===== src/rtl/key_mode_ctrl_if.sv =====
// Key/mode signal bundle between the push-button front end and the clock core.
// master drives the raw keys and ALARM_ON; slave (key_mode_ctrl) returns mode flags and debounced keys.
interface key_mode_ctrl_if;
    logic KEY0;
    logic KEY1;
    logic ALARM_ON;
    logic SET_TIME;
    logic SET_ALARM;
    logic SET_PULSE;
    logic KEY0_DB;
    logic KEY1_DB;

    modport master (
        output KEY0, KEY1, ALARM_ON,
        input  SET_TIME, SET_ALARM, SET_PULSE, KEY0_DB, KEY1_DB
    );

    modport slave (
        input  KEY0, KEY1, ALARM_ON,
        output SET_TIME, SET_ALARM, SET_PULSE, KEY0_DB, KEY1_DB
    );
endinterface


===== src/rtl/key_mode_ctrl.sv =====
// Two-key debounce plus RUN/TSET/ASET mode controller for the alarm clock.
// Optional macro MODE_TIMEOUT_EN adds an idle timeout that returns a set mode to RUN.
module key_mode_ctrl #(
    parameter int unsigned DEBOUNCE_CYCLES = 500000,
    parameter int unsigned TIMEOUT_CYCLES  = 1500000000
) (
    input  logic            CLOCK_50,
    input  logic            RESET,
    key_mode_ctrl_if.slave  bus
);

    localparam int unsigned DB_W = $clog2(DEBOUNCE_CYCLES + 1);
    localparam logic [DB_W-1:0] DB_LAST = DB_W'(DEBOUNCE_CYCLES - 1);

    typedef enum logic [1:0] {
        ST_RUN  = 2'b00,
        ST_TSET = 2'b01,
        ST_ASET = 2'b10
    } state_t;

    // Bit 0 is KEY0 (mode), bit 1 is KEY1 (set/load); all key levels are active-low.
    logic [1:0]      meta_r;
    logic [1:0]      sync_r;
    logic [1:0]      db_r;
    logic [1:0]      db_d_r;
    logic [DB_W-1:0] db_cnt_r [2];
    logic [1:0]      press_s;

    state_t          state_r;
    state_t          state_next_s;
    logic            set_time_r;
    logic            set_alarm_r;
    logic            set_pulse_r;
    logic            pulse_next_s;
    logic            timeout_s;

    // Synchronizers and per-key debounce counters.
    always_ff @(posedge CLOCK_50) begin
        if (RESET) begin
            meta_r      <= 2'b11;
            sync_r      <= 2'b11;
            db_r        <= 2'b11;
            db_d_r      <= 2'b11;
            db_cnt_r[0] <= '0;
            db_cnt_r[1] <= '0;
        end else begin
            meta_r <= {bus.KEY1, bus.KEY0};
            sync_r <= meta_r;
            db_d_r <= db_r;
            for (int i = 0; i < 2; i++) begin
                if (sync_r[i] != db_r[i]) begin
                    if (db_cnt_r[i] == DB_LAST) begin
                        db_r[i]     <= sync_r[i];
                        db_cnt_r[i] <= '0;
                    end else begin
                        db_cnt_r[i] <= db_cnt_r[i] + DB_W'(1);
                    end
                end else begin
                    db_cnt_r[i] <= '0;
                end
            end
        end
    end

    // A press is the first cycle the debounced level reads low; releases are ignored.
    assign press_s = db_d_r & ~db_r;

`ifdef MODE_TIMEOUT_EN
    localparam int unsigned TMO_W = $clog2(TIMEOUT_CYCLES + 1);
    localparam logic [TMO_W-1:0] TMO_LAST = TMO_W'(TIMEOUT_CYCLES - 1);

    logic [TMO_W-1:0] tmo_cnt_r;

    // A press in the expiry cycle restarts the idle window instead of exiting.
    assign timeout_s = (state_r != ST_RUN) && (tmo_cnt_r == TMO_LAST) && (press_s == 2'b00);

    // Idle counter: runs only while a set mode persists with no key activity.
    always_ff @(posedge CLOCK_50) begin
        if (RESET) begin
            tmo_cnt_r <= '0;
        end else if ((state_r == ST_RUN) || (state_next_s == ST_RUN) || (press_s != 2'b00)) begin
            tmo_cnt_r <= '0;
        end else begin
            tmo_cnt_r <= tmo_cnt_r + TMO_W'(1);
        end
    end
`else
    logic [31:0] timeout_cfg_unused_s;

    assign timeout_cfg_unused_s = 32'(TIMEOUT_CYCLES);
    assign timeout_s            = 1'b0;
`endif

    // Next-state and strobe decode; KEY0 takes priority over KEY1 in the same cycle.
    always_comb begin
        state_next_s = state_r;
        pulse_next_s = 1'b0;
        case (state_r)
            ST_RUN: begin
                if (press_s[0]) begin
                    state_next_s = bus.ALARM_ON ? ST_ASET : ST_TSET;
                end else begin
                    state_next_s = ST_RUN;
                end
            end
            ST_TSET: begin
                if (press_s[0] || timeout_s) begin
                    state_next_s = ST_RUN;
                end else begin
                    state_next_s = ST_TSET;
                end
                pulse_next_s = press_s[1] & ~press_s[0];
            end
            ST_ASET: begin
                if (press_s[0] || !bus.ALARM_ON || timeout_s) begin
                    state_next_s = ST_RUN;
                end else begin
                    state_next_s = ST_ASET;
                end
                pulse_next_s = press_s[1] & ~press_s[0];
            end
            default: begin
                state_next_s = ST_RUN;
                pulse_next_s = 1'b0;
            end
        endcase
    end

    // State register and registered mode outputs.
    always_ff @(posedge CLOCK_50) begin
        if (RESET) begin
            state_r     <= ST_RUN;
            set_time_r  <= 1'b0;
            set_alarm_r <= 1'b0;
            set_pulse_r <= 1'b0;
        end else begin
            state_r     <= state_next_s;
            set_time_r  <= (state_next_s == ST_TSET);
            set_alarm_r <= (state_next_s == ST_ASET);
            set_pulse_r <= pulse_next_s;
        end
    end

    assign bus.SET_TIME  = set_time_r;
    assign bus.SET_ALARM = set_alarm_r;
    assign bus.SET_PULSE = set_pulse_r;
    assign bus.KEY0_DB   = db_r[0];
    assign bus.KEY1_DB   = db_r[1];

endmodule


===== src/flat_wrapper.sv =====
// flat-port wrapper written by rule: the top's interface ports become plain ports
module key_mode_ctrl_flat 
#(
    parameter int unsigned DEBOUNCE_CYCLES = 500000,
    parameter int unsigned TIMEOUT_CYCLES  = 1500000000
)
  (CLOCK_50, RESET, bus_KEY0, bus_KEY1, bus_ALARM_ON, bus_SET_TIME, bus_SET_ALARM, bus_SET_PULSE, bus_KEY0_DB, bus_KEY1_DB);
  key_mode_ctrl_if bus_i ();
  input  logic CLOCK_50;
  input  logic RESET;
  input wire logic [$bits(bus_i.KEY0)-1:0] bus_KEY0;
  input wire logic [$bits(bus_i.KEY1)-1:0] bus_KEY1;
  input wire logic [$bits(bus_i.ALARM_ON)-1:0] bus_ALARM_ON;
  output wire logic [$bits(bus_i.SET_TIME)-1:0] bus_SET_TIME;
  output wire logic [$bits(bus_i.SET_ALARM)-1:0] bus_SET_ALARM;
  output wire logic [$bits(bus_i.SET_PULSE)-1:0] bus_SET_PULSE;
  output wire logic [$bits(bus_i.KEY0_DB)-1:0] bus_KEY0_DB;
  output wire logic [$bits(bus_i.KEY1_DB)-1:0] bus_KEY1_DB;
  assign bus_i.KEY0 = bus_KEY0;
  assign bus_i.KEY1 = bus_KEY1;
  assign bus_i.ALARM_ON = bus_ALARM_ON;
  assign bus_SET_TIME = bus_i.SET_TIME;
  assign bus_SET_ALARM = bus_i.SET_ALARM;
  assign bus_SET_PULSE = bus_i.SET_PULSE;
  assign bus_KEY0_DB = bus_i.KEY0_DB;
  assign bus_KEY1_DB = bus_i.KEY1_DB;
  key_mode_ctrl #(.DEBOUNCE_CYCLES(DEBOUNCE_CYCLES), .TIMEOUT_CYCLES(TIMEOUT_CYCLES)) u_core (.CLOCK_50(CLOCK_50), .RESET(RESET), .bus(bus_i));
endmodule

===== config.mk =====
export PLATFORM = sky130hd
export DESIGN_NAME = key_mode_ctrl_flat
export DESIGN_NICKNAME = d
export VERILOG_FILES = /design/src/rtl/key_mode_ctrl_if.sv /design/src/rtl/key_mode_ctrl.sv /design/src/flat_wrapper.sv
export SDC_FILE = /design/constraint.sdc
export NUM_CORES = 1
export LEC_CHECK = 0
export BUFFER_PORTS_ARGS = -buffer_cell sky130_fd_sc_hd__clkbuf_2
export CAP_MARGIN = 20
export CORE_AREA = 2 2 84 86
export DETAILED_ROUTE_END_ITERATION = 8
export DIE_AREA = 0 0 86 88
export PLACE_DENSITY = 0.51
export SLEW_MARGIN = 40
export SYNTH_ARGS = -nofsm -noshare
export SYNTH_HDL_FRONTEND = slang
export SYNTH_SLANG_ARGS = --single-unit

===== constraint.sdc =====
create_clock -name CLOCK_50 -period 3.51 [get_ports CLOCK_50]
set_input_delay 0.5265 -clock CLOCK_50 [delete_from_list [all_inputs] [get_ports CLOCK_50]]
set_output_delay 0.5265 -clock CLOCK_50 [all_outputs]
set_load 0.1 [all_outputs]

# Yosys cells after proc, flatten, opt, wreduce, memory -nomap -nowiden
# Memories as Yosys holds them, arrays and structs flattened.
# Cells that the tools add are included.
# classes
eq_ne	8
bitwise	11
reduce_logical	7
mux	35
n_addsub	2
# ops
cell	n
$mux 19	6
$add 19x1->19 const B	2
$eq 19x19->1 const B	2
$mux 1	25
$mux 2	3
$or 1x1->1	6
$pmux 2 s3	1
$eq 2x1->1 const B	2
$eq 2x2->1 const B	2
$reduce_and 2->1	2
$reduce_or 2->1	2
$and 2x2->2	1
$logic_not 2->1	1
$ne 1x1->1	2
$not 1->1	2
$not 2->2	1
$and 1x1->1	1
$logic_not 1->1	1
$logic_or 1x1->1	1
# word_totals
wordCells	73
ramBits	38
register_bits	13
inputBits	5
n_memories	1
output_inout_bits	5
# memory_table
name	depth	word_bits	rd	rd_clocked_by_memory_dff	wr	line_no	rtl
u_core.db_cnt_r	2	19	2	0	2	key_mode_ctrl.sv:26	logic [DB_W-1:0] db_cnt_r [2];

# Longest topological paths before layout
# Gate-level depths: netlist of run 1.
# An unclocked memory read counts as a cell.
# depth
word_depth	9
depth_mapped	6
mapped_depth_nobuf	6

# Worst setup path after synthesis of run 1
# Ideal clock, no wire load.
# synth_timing
kind	flip-flop to flip-flop
from	mem u_core.db_cnt_r[1][5] (netlist name)
to	mem u_core.db_cnt_r[1][8] (netlist name) (data pin)
arrival_time_ns	1.682
setup_time_ns	0.254
setup_slack_ns	1.573
required_time_ns	3.256
n_path_buf	1
stages_incl_launch_ff	6
synth_period_minus_slack_ns	1.937
path_cell_list	edfxtp_1 -> or4b_1 -> or3_4 -> o21ai_4 -> buf_6 -> nor2_1
# synth_lines
element	line_no
from (decl)	key_mode_ctrl.sv:26

==> reports/results.ini, run 1 <==
[job]
drv_cap = 0

[sta]
hold_violations = 0
fin_tns_setup_ns = 0
grt_setup_unrepaired = no
fin_skew_ns = 0.00481
max_freq_mhz = 467
slew_headroom = 0.499
final_max_slew_viol_count = 0
period_minus_slack_ns = 2.14
timing.final.crit_share = 0.610
worst-slew-pin-transition_ns = 0.751
setup_viol = 0
hold-worst-slack_ns = 0.404

[yosys]
yosysUniqueCellTypes = 40
ys_async_sr_fraction = 0
synth_cells = 241
synthFlopType = edfxtp_1
syn_area_mm2 = 0.00261
ys_seq_area_frac = 0.537
synth_edf_count = 38
yosys-top-cells-area = edfxtp_1 44%, dfxtp_1 10%, xnor2_1 6.7%, nor2_1 5.6%, xor2_1 3.7%
avgSynthCellArea_um2 = 10.8
synthMostInstantiatedCell = nor2_1
synth_top_area_cell = edfxtp_1
ys_ff_latch = 51
synthTopCellsByCount = 39 x nor2_1, 38 x edfxtp_1, 20 x xnor2_1, 13 x dfxtp_1
ys.warnings.count = 0
netlist.area_leader.share = 0.437

[critical_path]
cp-end-kind = flop
critPathKind = reg -> reg
cp_max_fo = 17
arrival_ns = 2.18
reg2reg_slack_ns = 1.37
start_kind = flop
crit_required_ns = 3.55

[routing]
totalWireLength_um = 4320
vias = 1789
avgRoutedWirePerCell_um = 11.6
dr.pass1.iters = 4
routed_via_density = 4.82
drcViolationCount = 0
postRouteAntennaNets = 0
first_iter_violations = 106

[floorplanning]
fp.dieW_um = 86
io_pins = 10
rows = 30
core-area_mm2 = 0.00664
initial_utilization = 0.393
die-area_mm2 = 0.00757
dieHeight_um = 88

[global_routing]
track_usage = 0.128
grt_pass1_vias = 1674
grt_pass1_wl_um = 7660
grt_max_degree = 19
antenna_found_initial = 0
overflow = 0

[worst_hold_path]
hp-class = in -> reg

[pwr]
power_w = 0.00107
vdd_ir_drop_max_mv = 0.198
p_seq_frac = 0.647
pwr_density_cell_mw_per_mm2 = 362
swShare = 0.226
leakagePower_nw = 1.03
net-switching-power_w = 0.000242
combPwrFrac = 0.041
intPower_w = 0.000827
clockPowerShare = 0.312

[clock_network]
root_buffer = clkbuf_8
htreeDepth = 2
cts_buffers = 5
tritoncts = yes
cts_sinks = 51
cts_hold_buffers = 0
ctsResizeCount = 0
clkTransAtPathRegs_ns = 0.09
insertion_delay_ns = 0.30
post_cts_buffers = 0
cts_buffer_depth = 2

[cells_and_area]
drive_above_1_share = 0.0928
final_area_mm2 = 0.00295
fin_nets = 301
antenna_cells = 0
synthToLayoutAreaGrowth_pct = 13.2

[run_status]
status = completed

[placement]
gp_congestion = 0.758
place_area_mm2 = 0.00287
post-dp-hpwl_um = 3130
port_buffers = 9

power groups by stage:
stage / Combinational [W] / Clock, W / Sequential, W
floorplan: 0.0000381 / 0 / 0.000698
global placement: 0.0000441 / 0 / 0.000705
detailed placement: 0.0000437 / 0 / 0.000705
CTS: 0.0000442 / 0.000353 / 0.000692
global route: 0.0000524 / 0.000373 / 0.000696
finish: 0.0000443 / 0.000334 / 0.000691
cell families (layout without fill, tap and decap cells):
kind of cell             after synthesis  count (layout)  share of synthesized area
AO/OA/AOI/OAI                         12              12                     0.0336
buffers and inverters                 12              25                     0.0206
multiplexers                           3               3                     0.0115
XOR/XNOR                              31              31                      0.104
adder cells (fa/ha/maj)                6               6                     0.0288
AND/OR/NAND/NOR                      125             125                      0.263
other                                  1              38                    0.00144
flip-flops                            51              51                      0.537
layout make-up:
| class | count | area [µm²] |
|---|---|---|
| clock buffer | 6 | 72.6 |
| clock inverter | 2 | 11.3 |
| fill | 647 | 3690 |
| inverter | 8 | 30.0 |
| multi-input combinational | 215 | 1290 |
| sequential | 51 | 1400 |
| tap | 80 | 100 |
| timing repair buffer | 9 | 45.0 |
cell usage in the layout, fill, tap and decap left out, drive strengths merged:
cell,synthesis,layout
nor2,39,39
edfxtp,38,38
conb,1,38
xnor2,20,20
clkbuf,2,15
dfxtp,13,13
nand4,13,13
nand3,13,13
xor2,11,11
inv,8,9
nand2,8,8
nor3,8,8
nor4,8,8
or2,7,7
ha,6,6
and3,5,5
and4,5,5
nor2b,5,5
a21oi,4,4
o21ai,4,4
nor4b,3,3
mux2i,3,3
or4,3,3
or3,3,3
and2,2,2
nor3b,1,1
or4b,1,1
o21a,1,1
o41ai,1,1
or3b,1,1
o221ai,1,1
o31ai,1,1
clkinv,0,1
state kept, by name (all words and copies together), names as in the netlist:
name                  flops
u_core.bus.SET_ALARM      1
u_core.bus.SET_PULSE      1
u_core.bus.SET_TIME       1
u_core.db_cnt_r          38
u_core.db_d_r             2
u_core.db_r               2
u_core.meta_r             2
u_core.state_r            2
u_core.sync_r             2
per-layer routing:
layer	part of all wire	GRT usage
met2	0.42	0.189
met1	0.55	0.186
met5	0	0
met4	0.0035	0.0346
met3	0.028	0.0330
final timing paths:
path | start | endpoint | depth (start not counted)
hold reg to reg | u_core.meta_r[1]$_SDFF_PP1_ | u_core.sync_r[1]$_SDFF_PP1_ | 1
setup reg to reg | u_core.db_cnt_r[1][5]$_SDFFCE_PP0P_ | u_core.db_cnt_r[1][2]$_SDFFCE_PP0P_ | 4
setup / recovery | u_core.db_cnt_r[1][5]$_SDFFCE_PP0P_ | u_core.db_cnt_r[1][2]$_SDFFCE_PP0P_ | 4
hold / removal | bus_KEY0 | u_core.meta_r[0]$_SDFF_PP1_ | 2
critical path, stage by stage, from the launching register on:
cell and delay (ns):
edfxtp_1 0.48, or4b_1 0.53, or3_4 0.37, o21ai_4 0.40
nor2_1 0.11
through the flow:
| step | setup slack (ns) | cells | util |
|---|---|---|---|
| finish | 1.37 | 371 | 0.444 |
| global placement | 1.36 | 363 | 0.432 |
| detailed placement | 1.35 | 363 | 0.432 |
| floorplan | 1.57 | 278 | - |
| global route | 1.17 | 371 | 0.444 |
| CTS | 1.33 | 371 | 0.444 |
Power figures use the tool's default switching activity.
==> run 2, diff against run 1 <==
--- a/config.mk
+++ b/config.mk
@@ -10,7 +10,7 @@
 export CORE_AREA = 2 2 84 86
 export DETAILED_ROUTE_END_ITERATION = 8
 export DIE_AREA = 0 0 86 88
-export PLACE_DENSITY = 0.51
+export PLACE_DENSITY = 0.53
 export SLEW_MARGIN = 40
 export SYNTH_ARGS = -nofsm -noshare
 export SYNTH_HDL_FRONTEND = slang
==> constraint.sdc (replaced) <==
create_clock -name CLOCK_50 -period 1.95 [get_ports CLOCK_50]
set_input_delay 0.2925 -clock CLOCK_50 [delete_from_list [all_inputs] [get_ports CLOCK_50]]
set_output_delay 0.2925 -clock CLOCK_50 [all_outputs]
set_load 0.1 [all_outputs]
==> reports/results.ini, run 2 (synthesized netlist as in run 1, its figures left out) <==
[run_status]
status = completed

[cells_and_area]
antenna_cells = 0
largest_reg_flops = 38
fin_cells = 392
finalCoreUtilization = 0.474
drive_above_1_share = 0.167
synthToLayoutAreaGrowth_pct = 20.8
fin_nets = 322
final_area_mm2 = 0.00315
regMostFlops = u_core.db_cnt_r
final_cell_mix = 39 x nor2_1, 38 x edfxtp_1, 38 x conb_1
fillers = 625
mostFrequentLayoutCell = nor2_1

[pwr]
p_seq_frac = 0.629
leakagePower_nw = 1.13
clockPowerShare = 0.316
swShare = 0.231
pwr_density_cell_mw_per_mm2 = 624
net-switching-power_w = 0.000455
intPower_w = 0.00151
combPwrFrac = 0.055
vdd_ir_drop_max_mv = 0.257

[sta]
setup_viol = 0
hold-worst-slack_ns = 0.163
period_minus_slack_ns = 1.92
final_max_slew_viol_count = 0
fin_skew_ns = 0.00533
max_freq_mhz = 520
worst-slew-pin-transition_ns = 0.543
hold_violations = 0
fin_tns_setup_ns = 0
grt_setup_unrepaired = no
slew_headroom = 0.640
timing.final.crit_share = 0.986

[floorplanning]
dieHeight_um = 88
die-area_mm2 = 0.00757
core-area_mm2 = 0.00664
initial_utilization = 0.393
fp.dieW_um = 86
rows = 30
io_pins = 10

[routing]
vias = 1847
dr.pass1.iters = 4
avgRoutedWirePerCell_um = 11.7
postRouteAntennaNets = 0
first_iter_violations = 103
drcViolationCount = 0
routed_via_density = 4.71
totalWireLength_um = 4580

[placement]
port_buffers = 9
post-dp-hpwl_um = 3430
gp_congestion = 0.787
place_inst = 384
place_area_mm2 = 0.00304

[clock_network]
insertion_delay_ns = 0.30
cts_hold_buffers = 0
htreeDepth = 2
tritoncts = yes
cts_buffers = 5
cts_sinks = 51
clkTransAtPathRegs_ns = 0.10
root_buffer = clkbuf_8
cts_buffer_depth = 2

[critical_path]
slowest_stage = or4b_1
critPathKind = reg -> reg
path_cells = or4b_1 -> or3_4 -> or2_1 -> and3_1
crit_required_ns = 2.02
cp_max_fo = 2
cp_top_family = simple AND/OR/NAND/NOR gates
cp-end-kind = flop
cp_num_buf_inv = 0
start_kind = flop
arrival_ns = 1.99
max_stage_delay_ns = 0.52

[global_routing]
grt_max_degree = 19
track_usage = 0.132
overflow = 0
antenna_found_initial = 0
grt_pass1_vias = 1684
grt_pass1_wl_um = 7810

[worst_hold_path]
hp-class = in -> reg

[job]
drv_cap = 0

-- run 2: cell types whose count changed in the layout (fill, tap and decap cells not counted) --
cell      delta
buf_6        +1
nor4b_1      -1
ha_1         -1
nor4_2       +1
nand3_1      -1
buf_12       +1
ha_2         +1
nor4b_2      +1
clkinv_2     -1
buf_4       +19
nand3_2      +1
nor4_1       -1
inv_6        +1
-- run 2: power by group through the flow --
stage / clock (W) / combinational, W / sequential, W
after global routing: 0.000693 / 0.000123 / 0.00124
final: 0.000621 / 0.000108 / 0.00124
after floorplan: 0 / 0.0000687 / 0.00126
after CTS: 0.000653 / 0.000105 / 0.00124
after detailed placement: 0 / 0.000105 / 0.00126
after global placement: 0 / 0.000105 / 0.00126
-- run 2: what timing repair did --
action	CTS	global route
gates resized for setup	0	5
buffers inserted	0	0
endpoints found under the setup margin	0	13
-- run 2: final timing paths --
check / end / from / cells after the start / slack [ns]
worst max-delay path: u_core.db_cnt_r[1][1]$_SDFFCE_PP0P_ / u_core.db_cnt_r[1][7]$_SDFFCE_PP0P_ / 4 / 0.03
worst min-delay path: u_core.meta_r[0]$_SDFF_PP1_ / bus_KEY0 / 2 / 0.16
worst max register to register: u_core.db_cnt_r[1][1]$_SDFFCE_PP0P_ / u_core.db_cnt_r[1][7]$_SDFFCE_PP0P_ / 4 / 0.03
worst min register to register: u_core.sync_r[0]$_SDFF_PP1_ / u_core.meta_r[0]$_SDFF_PP1_ / 1 / 0.42
-- run 2: cell type report --
type	instances	area [µm²]	area share
timing repair buffer	30	219	0.0695
tap	80	100	0.0318
inverter	8	30.0	0.00953
multi-input combinational	215	1310	0.417
sequential	51	1400	0.445
clock buffer	6	72.6	0.0230
clock inverter	2	15.0	0.00477
-- run 2: stage by stage --
stage | total power, W | worst slack [ns]
2_1_floorplan | 0.00132 | 0.0131
3_3_place_gp | 0.00137 | 0.0688
3_5_place_dp | 0.00137 | 0.0403
4_1_cts | 0.00200 | 0.0298
5_1_grt | 0.00206 | 0.000205
6_report | 0.00197 | 0.0271
-- run 2: per-layer routing --
layer  up-vias  GRT usage  routed length [µm]
met1       841      0.190                2460
met5         -          0                   0
li1        978          -                   -
met4         0     0.0563                  77
met2        21      0.190                1940
met3         7     0.0330                 107
==> run 3, diff against run 2 <==
--- a/config.mk
+++ b/config.mk
@@ -10,7 +10,7 @@
 export CORE_AREA = 2 2 84 86
 export DETAILED_ROUTE_END_ITERATION = 8
 export DIE_AREA = 0 0 86 88
-export PLACE_DENSITY = 0.53
+export PLACE_DENSITY = 0.51
 export SLEW_MARGIN = 40
 export SYNTH_ARGS = -nofsm -noshare
 export SYNTH_HDL_FRONTEND = slang
==> constraint.sdc (replaced) <==
create_clock -name CLOCK_50 -period 1.94 [get_ports CLOCK_50]
set_input_delay 0.291 -clock CLOCK_50 [delete_from_list [all_inputs] [get_ports CLOCK_50]]
set_output_delay 0.291 -clock CLOCK_50 [all_outputs]
set_load 0.1 [all_outputs]
==> reports/results.ini, run 3 (synthesized netlist as in run 1, its figures left out) <==
[cells_and_area]
fillers = 625
drive_above_1_share = 0.168
final_area_mm2 = 0.00318
mostFrequentLayoutCell = nor2_1
final_cell_mix = 39 x nor2_1, 38 x edfxtp_1, 38 x conb_1
finalCoreUtilization = 0.478
fin_nets = 320
antenna_cells = 0
regMostFlops = u_core.db_cnt_r
synthToLayoutAreaGrowth_pct = 21.8
largest_reg_flops = 38

[sta]
hold_violations = 0
max_freq_mhz = 523
setup_viol = 0
slew_headroom = 0.638
grt_setup_unrepaired = yes
timing.final.ws_setup_ns = 0.0287
fin_tns_setup_ns = 0
timing.final.crit_share = 0.985
worst-slew-pin-transition_ns = 0.545
period_minus_slack_ns = 1.91
final_max_slew_viol_count = 0
fin_skew_ns = 0.00625

[routing]
postRouteAntennaNets = 0
wl_met1_um = 2520
routed_via_density = 4.74
drcViolationCount = 0
first_iter_violations = 102
dr.pass1.iters = 4
highest_layer = met4
met2WireLength_um = 2000
totalWireLength_um = 4690
wl_met3_um = 122
avgRoutedWirePerCell_um = 12.0
vias = 1849

[pwr]
intPower_w = 0.00167
pwr_density_cell_mw_per_mm2 = 668
leakagePower_nw = 1.14
combPwrFrac = 0.049
p_seq_frac = 0.588
net-switching-power_w = 0.000452
swShare = 0.213
clockPowerShare = 0.363
vdd_ir_drop_max_mv = 0.345

[critical_path]
start_kind = flop
crit_required_ns = 2.01
path_cells = or4b_1 -> or3_4 -> or2_1 -> and3_1
slowest_stage = or4b_1
cp_num_buf_inv = 0
arrival_ns = 1.98
cp-end-kind = flop
cp_max_fo = 2
cp_top_family = simple AND/OR/NAND/NOR gates
critPathKind = reg -> reg
max_stage_delay_ns = 0.52

[floorplanning]
initial_utilization = 0.393
fp.dieW_um = 86
core-area_mm2 = 0.00664
io_pins = 10
dieHeight_um = 88
die-area_mm2 = 0.00757
rows = 30

[clock_network]
ctsResizeCount = 0
cts_buffers = 5
insertion_delay_ns = 0.30
cts_sinks = 51
root_buffer = clkbuf_8
cts_hold_buffers = 0
tritoncts = yes
post_cts_buffers = 0
htreeDepth = 2
clkTransAtPathRegs_ns = 0.09
cts_buffer_depth = 2

[global_routing]
grt_pass1_wl_um = 7960
overflow = 0
antenna_found_initial = 0
grt_pass1_vias = 1721
track_usage = 0.133
grt_max_degree = 19

[worst_hold_path]
hp-class = in -> reg

[job]
drv_cap = 0

[placement]
place_area_mm2 = 0.00302
gp_congestion = 0.771
post-dp-hpwl_um = 3480
dp_slack_ns = 0.0558
port_buffers = 9

[run_status]
status = completed

-- run 3: final timing paths --
| check | slack [ns] | cells past startpoint | startpoint | endpoint |
|---|---|---|---|---|
| hold reg to reg | 0.42 | 1 | u_core.meta_r[0]$_SDFF_PP1_ | u_core.sync_r[0]$_SDFF_PP1_ |
| setup reg to reg | 0.03 | 4 | u_core.db_cnt_r[1][7]$_SDFFCE_PP0P_ | u_core.db_cnt_r[1][1]$_SDFFCE_PP0P_ |
| hold / removal | 0.16 | 2 | bus_KEY0 | u_core.meta_r[0]$_SDFF_PP1_ |
| setup / recovery | 0.03 | 4 | u_core.db_cnt_r[1][7]$_SDFFCE_PP0P_ | u_core.db_cnt_r[1][1]$_SDFFCE_PP0P_ |
-- run 3: area by class of cell --
class | count | area [µm²] | area share
Multi-Input combinational cell | 215 | 1320 | 0.416
Inverter | 8 | 30.0 | 0.00945
Clock buffer | 8 | 123 | 0.0386
Sequential cell | 51 | 1400 | 0.441
Tap cell | 80 | 100 | 0.0315
Timing Repair Buffer | 28 | 200 | 0.0630
-- run 3: stage by stage --
step | hold slack (ns) | instances | power, W
2_1_floorplan | 0.389 | 278 | 0.00133
5_1_grt | 0.148 | 390 | 0.00220
6_report | 0.165 | 390 | 0.00212
3_5_place_dp | 0.400 | 382 | 0.00137
4_1_cts | 0.156 | 390 | 0.00215
3_3_place_gp | 0.393 | 382 | 0.00137
-- run 3: power by group through the flow --
stage                     clock network, W  registers [W]  logic (W)
after floorplan                          0        0.00126  0.0000690
after global placement                   0        0.00127   0.000102
after global routing              0.000832        0.00125   0.000118
after CTS                         0.000800        0.00125   0.000102
final                             0.000770        0.00125   0.000104
after detailed placement                 0        0.00127   0.000101
-- run 3: worst register-to-register path: cells and delay by family, from the launching register on --
family	cells	cell delay [ns]
and+or+nand+nor	4	1.28
DFF	1	0.40
-- run 3: per-layer routing --
| layer | GRT usage | vias up |
|---|---|---|
| met5 | 0 | - |
| met4 | 0.0433 | 0 |
| met3 | 0.0311 | 6 |
| met2 | 0.199 | 18 |
| met1 | 0.189 | 852 |
| li1 | - | 973 |
